===== src/rtl/bus_timer_if.sv =====
// Data-bus slave port of the bus timer: select, direction, address, byte enables and data.
interface bus_timer_if;
    logic        ce;
    logic        we;
    logic [31:0] addr;
    logic [3:0]  sel;
    logic [31:0] data_i;
    logic [31:0] data_o;

    modport master (output ce, we, addr, sel, data_i, input data_o);
    modport slave  (input ce, we, addr, sel, data_i, output data_o);
endinterface


===== src/rtl/bus_timer.sv =====
// Memory-mapped compare timer with auto-reload and a level interrupt.
// Optional tick prescaler is built in when BUS_TIMER_PRESCALE_EN is defined.
module bus_timer (
    input  logic           clk,
    input  logic           rst,
    bus_timer_if.slave     bus,
    output logic           timer_int_o
);
    localparam logic [2:0] REG_CTRL     = 3'd0;
    localparam logic [2:0] REG_COUNT    = 3'd1;
    localparam logic [2:0] REG_COMPARE  = 3'd2;
    localparam logic [2:0] REG_STATUS   = 3'd3;
    localparam logic [2:0] REG_PRESCALE = 3'd4;

    logic [2:0]  ctrl_reg, ctrl_next;
    logic [31:0] count_reg, count_next;
    logic [31:0] compare_reg, compare_next;
    logic        pend_reg, pend_next;
    logic [15:0] prescale_reg;
`ifdef BUS_TIMER_PRESCALE_EN
    logic [15:0] prescale_next;
    logic [15:0] div_reg, div_next;
    logic        prescale_wr;
`endif

    logic        wr_en;
    logic [2:0]  reg_idx;
    logic        tick;
    logic        hit;
    logic [31:0] byte_mask;
    logic [31:0] ctrl_wdata;
    logic [31:0] count_wdata;
    logic [31:0] compare_wdata;
    logic [31:0] prescale_wdata;
    logic        unused_bits;

    assign wr_en   = bus.ce & bus.we & ~rst;
    assign reg_idx = bus.addr[4:2];

    generate
        for (genvar gi = 0; gi < 4; gi++) begin : g_byte_mask
            assign byte_mask[8*gi +: 8] = {8{bus.sel[gi]}};
        end
    endgenerate

    // Byte-merged write values: unselected lanes keep the current register contents.
    assign ctrl_wdata     = ({29'd0, ctrl_reg} & ~byte_mask) | (bus.data_i & byte_mask);
    assign count_wdata    = (count_reg & ~byte_mask) | (bus.data_i & byte_mask);
    assign compare_wdata  = (compare_reg & ~byte_mask) | (bus.data_i & byte_mask);
    assign prescale_wdata = ({16'd0, prescale_reg} & ~byte_mask) | (bus.data_i & byte_mask);

    assign unused_bits = ^{bus.addr[31:5], bus.addr[1:0], ctrl_wdata[31:3], prescale_wdata[31:16]};

`ifdef BUS_TIMER_PRESCALE_EN
    assign tick = ctrl_reg[0] & (div_reg == prescale_reg);
`else
    assign tick = ctrl_reg[0];
    assign prescale_reg = 16'd0;
`endif
    assign hit = tick & (count_reg == compare_reg);

    always_comb begin
        ctrl_next    = ctrl_reg;
        count_next   = count_reg;
        compare_next = compare_reg;
        pend_next    = pend_reg;
`ifdef BUS_TIMER_PRESCALE_EN
        prescale_next = prescale_reg;
        prescale_wr   = 1'b0;
`endif
        if (tick) begin
            count_next = (hit && ctrl_reg[1]) ? 32'd0 : count_reg + 32'd1;
        end
        if (hit) begin
            pend_next = 1'b1;
        end
        if (wr_en) begin
            case (reg_idx)
                REG_CTRL:    ctrl_next    = ctrl_wdata[2:0];
                REG_COUNT:   count_next   = count_wdata;
                REG_COMPARE: compare_next = compare_wdata;
                REG_STATUS: begin
                    // A match in this same cycle wins over the clear.
                    if (bus.sel[0] && bus.data_i[0] && !hit) begin
                        pend_next = 1'b0;
                    end
                end
`ifdef BUS_TIMER_PRESCALE_EN
                REG_PRESCALE: begin
                    prescale_next = prescale_wdata[15:0];
                    prescale_wr   = |bus.sel[1:0];
                end
`endif
                default: ;
            endcase
        end
    end

`ifdef BUS_TIMER_PRESCALE_EN
    always_comb begin
        div_next = div_reg + 16'd1;
        if (!ctrl_reg[0] || prescale_wr || (div_reg == prescale_reg)) begin
            div_next = 16'd0;
        end
    end
`endif

    always_ff @(posedge clk) begin
        if (rst) begin
            ctrl_reg    <= 3'd0;
            count_reg   <= 32'd0;
            compare_reg <= 32'hFFFF_FFFF;
            pend_reg    <= 1'b0;
        end else begin
            ctrl_reg    <= ctrl_next;
            count_reg   <= count_next;
            compare_reg <= compare_next;
            pend_reg    <= pend_next;
        end
    end

`ifdef BUS_TIMER_PRESCALE_EN
    always_ff @(posedge clk) begin
        if (rst) begin
            prescale_reg <= 16'd0;
            div_reg      <= 16'd0;
        end else begin
            prescale_reg <= prescale_next;
            div_reg      <= div_next;
        end
    end
`endif

    always_comb begin
        bus.data_o = 32'd0;
        if (bus.ce && !bus.we) begin
            case (reg_idx)
                REG_CTRL:     bus.data_o = {29'd0, ctrl_reg};
                REG_COUNT:    bus.data_o = count_reg;
                REG_COMPARE:  bus.data_o = compare_reg;
                REG_STATUS:   bus.data_o = {31'd0, pend_reg};
                REG_PRESCALE: bus.data_o = {16'd0, prescale_reg};
                default:      bus.data_o = 32'd0;
            endcase
        end
    end

    // Masked by rst so the request is low throughout the reset cycle itself.
    assign timer_int_o = pend_reg & ctrl_reg[2] & ~rst;
endmodule

===== src/flat_wrapper.sv =====
// flat-port wrapper written by rule: the top's interface ports become plain ports
module bus_timer_flat 
  (clk, rst, timer_int_o, bus_ce, bus_we, bus_addr, bus_sel, bus_data_i, bus_data_o);
  bus_timer_if bus_i ();
  input  logic clk;
  input  logic rst;
  output logic timer_int_o;
  input wire logic [$bits(bus_i.ce)-1:0] bus_ce;
  input wire logic [$bits(bus_i.we)-1:0] bus_we;
  input wire logic [$bits(bus_i.addr)-1:0] bus_addr;
  input wire logic [$bits(bus_i.sel)-1:0] bus_sel;
  input wire logic [$bits(bus_i.data_i)-1:0] bus_data_i;
  output wire logic [$bits(bus_i.data_o)-1:0] bus_data_o;
  assign bus_i.ce = bus_ce;
  assign bus_i.we = bus_we;
  assign bus_i.addr = bus_addr;
  assign bus_i.sel = bus_sel;
  assign bus_i.data_i = bus_data_i;
  assign bus_data_o = bus_i.data_o;
  bus_timer u_core (.clk(clk), .rst(rst), .bus(bus_i), .timer_int_o(timer_int_o));
endmodule

===== config.mk =====
export PLATFORM = sky130hd
export DESIGN_NAME = bus_timer_flat
export DESIGN_NICKNAME = d
export VERILOG_FILES = /design/src/rtl/bus_timer_if.sv /design/src/rtl/bus_timer.sv /design/src/flat_wrapper.sv
export SDC_FILE = /design/constraint.sdc
export NUM_CORES = 1
export LEC_CHECK = 0
export BUFFER_PORTS_ARGS = -buffer_cell sky130_fd_sc_hd__buf_2
export CORE_MARGIN = 2
export CORE_UTILIZATION = 55
export DETAILED_ROUTE_END_ITERATION = 8
export GPL_TIMING_DRIVEN = 0
export PLACE_DENSITY = 0.92
export SETUP_SLACK_MARGIN = 0.3
export SYNTH_ARGS = -nofsm -noshare
export SYNTH_HDL_FRONTEND = slang
export SYNTH_SLANG_ARGS = --single-unit

===== constraint.sdc =====
create_clock -name clk -period 2.45 [get_ports clk]
set_input_delay 0.49 -clock clk [delete_from_list [all_inputs] [get_ports clk]]
set_output_delay 0.49 -clock clk [all_outputs]
set_load 0.1 [all_outputs]

==> results.md <==
* Status: finished clean
* Worst-path clk slew at 0.08 ns
* Core area at 8180 µm²
* Total wire length at 16900 µm
* CTS root buf: clkbuf_8
* Final setup violating endpoints at 0
* First-pass GRT wire length at 25900 µm
* I/O Buffers at 69
* Metal-1 WL at 6340 µm
* Total grt overflow at 0
* Largest net degree at the start of global routing at 12
* Leak at 2.70 nW
* Slew margin rel. at 44.1%
* Post-detail-place hpwl at 11400 µm
* Vias at 5231
* CP Launch Type: flop
* Starting Density at 56.4%
* Synth Register Bits at 68
* Worst path max stage delay at 0.57 ns
* Max Cap Viol at 0
* Nets at 767
* Die area at 9130 µm²
* Cell Area, Synth at 4610 µm²
* Setup TNS at 0 ns
* Critical path type: reg -> reg
* Vias in the first global route at 5218
* Highest metal used: met4
* Critical Path RT at 2.67 ns
* Pins Over Slew Limit at 0
* Die Ht at 95.6 µm
* DRT iter0 DRCs at 541
* Pwr/cell area at 404 nW/µm²
* P_int at 2.00 mW
* Initial antenna violation count at 0
* Slowest cell on crit path: or4_4
* CTS tree: built
* Total CTS buffers at 9
* Post-layout util at 81.4%
* Netlist cell types at 51
* Maximum fanout along the worst path at 10
* Fmax at 462 MHz
* DR pass1 iterations at 5
* GRT Total Usage at 37.1%
* CTS Hold Bufs at 0
* RePlAce Congestion at 0.941
* Crit path capture type: flop
* Placed cells at 774
* Clock power share at 44.2%
* Net count after synthesis at 673
* Tcrit/Tclk final at 88.4%
* N_diodes at 0
* FP Rows at 33
* Unrepaired setup endpoints after global routing: yes
* Switching part of the total at 25.6%
* CP cell instances: xor2_1 > or4_4 > nor4_4 > nand4b_4 > buf_6 > a21oi_1 > a211oi_2
* Area growth syn-to-layout at 44.3%
* Top Ports at 105
* EDFF count, synth at 0
* Die X at 95.6 µm
* Synthesis Warnings at 0
* Final Skew at 0.0137 ns
* H-tree levels at 3
* Main synth FF type: dfxtp_1
* Slew @ Worst Pin at 0.832 ns
* Fraction of layout cells with a size suffix above 1 at 31.0%
* Clock latency on the worst-skew pair at 0.36 ns
* Syn_area_per_cell at 7.69 µm²
* Residual DRC count at 0
* Final Hold Vio Count at 0
* Post-route ant nets at 0
* Sw Pwr at 690 µW
* Hold crit path type: in -> reg
* Wirelength per Cell at 21.0 µm
* Clock Sinks at 68
* Sequential-to-total area share from yosys stat at 29.5%
* Routed wl met2 at 8090 µm
* Post-synth ARST share at 0%
* Combinational fraction of design power at 14.0%
* Beginning of the worst hold path: bus_data_i[3]
* Reg power frac at 41.8%
* Worst Path Arrival at 2.38 ns
* Fin cells at 804
* Clock Tree Buf Depth at 2
* Tmin final at 2.17 ns
* Mapped Cells at 600
* Max VDD drop at 0.305 mV
* Routed wl met3 at 1620 µm
* Routed vias/inst at 6.51
metal layers:
metal / track usage, % / up-vias
met4: 18.6 / 0
met2: 62.4 / 351
met5: 0 / -
li1: - / 2317
met3: 7.11 / 87
met1: 45.2 / 2476
path summary, 6_finish.rpt:
kind / slack (ns) / end / cells after the start
worst max-delay path: 0.28 / flop / 7
worst min-delay path: 0.36 / flop / 3
worst max register to register: 0.28 / flop / 7
worst min register to register: 0.51 / flop / 2
Yosys cell counts (4+ instances only):
cell type | count | area [µm²]
nand2_1 | 94 | 353
dfxtp_1 | 68 | 1360
nor2_1 | 60 | 225
nand3b_1 | 33 | 248
clkbuf_1 | 32 | 120
mux2i_1 | 32 | 320
xnor2_1 | 32 | 280
a22oi_1 | 29 | 218
nand2b_1 | 22 | 138
nand3_1 | 22 | 110
nand4_1 | 18 | 113
xor2_1 | 18 | 158
a21oi_1 | 17 | 85.1
o22ai_1 | 10 | 62.6
buf_2 | 9 | 45.0
nor3_1 | 9 | 45.0
a31oi_1 | 8 | 50.1
nor4_1 | 8 | 50.1
a211oi_1 | 7 | 52.6
inv_1 | 7 | 26.3
and2_1 | 6 | 37.5
and3_1 | 5 | 31.3
and4_1 | 5 | 43.8
buf_4 | 4 | 30.0
power by group through the flow:
stage | logic (mW) | clock network, mW | registers (mW)
after floorplan | 0.224 | 0 | 1.15
after detailed placement | 0.312 | 0 | 1.15
after CTS | 0.353 | 1.17 | 1.12
after global routing | 0.392 | 1.22 | 1.13
after global placement | 0.304 | 0 | 1.15
final | 0.376 | 1.19 | 1.12
metrics by stage:
step | area, µm² | hold WS, ns | power, mW | setup WS, ns
global route | 6660 | 0.380 | 2.74 | 0.198
CTS | 6420 | 0.354 | 2.64 | 0.240
detailed placement | 5520 | 0.490 | 1.46 | -0.122
floorplan | 5050 | 0.454 | 1.37 | 0.174
finish | 6660 | 0.357 | 2.69 | 0.285
global placement | 5520 | 0.477 | 1.45 | -0.0599
layout make-up:
type                    instances  area [µm²]
plain buffers                  50         429
clock buffers                  12         155
clock inverters                 4        95.1
fillers                       481        1520
inverters                       7        26.3
multi-input cells             475        3470
flip-flops and latches         68        1370
well taps                     105         131
repair buffers                 83         985
kinds of logic (layout without fill, tap and decap cells):
logic type	count (synthesis)	count (layout)	share of synthesized area (%)
flip-flops	68	68	29.5
XOR/XNOR	50	50	9.50
buffers and inverters	57	156	5.40
multiplexers	33	33	7.43
adder cells (fa/ha/maj)	1	1	0.271
AO/OA/AOI/OAI	83	83	12.3
AND/OR/NAND/NOR	308	308	35.5
critical path: cells and delay by family, from the launching register on:
family	cells	cell delay [ns]
AOI/OAI and AO/OA	2	0.24
buffers and inverters	1	0.22
xor gates and xnor gates	1	0.19
DFF	1	0.35
and+or+nand+nor	3	1.02
cell usage in the layout, fill, tap and decap left out, types with 12 or more instances in the layout:
master | Yosys | routed
a21oi_1 | 17 | 17
a22oi_1 | 29 | 18
buf_12 | 0 | 32
buf_2 | 9 | 41
buf_4 | 4 | 15
clkbuf_1 | 32 | 12
clkbuf_8 | 0 | 13
dfxtp_1 | 68 | 63
mux2i_1 | 32 | 32
nand2_1 | 94 | 93
nand2b_1 | 22 | 22
nand3_1 | 22 | 22
nand3b_1 | 33 | 33
nand4_1 | 18 | 18
nor2_1 | 60 | 28
nor2_4 | 0 | 31
xnor2_1 | 32 | 26
xor2_1 | 18 | 18
repair_timing:
action | in CTS | in global routing
gates cloned | 3 | 1
gates resized for setup | 136 | 57
pin swaps | 5 | 3
buffers inserted | 8 | 2
endpoints found under the setup margin | 82 | 75
Power figures use the tool's default switching activity.
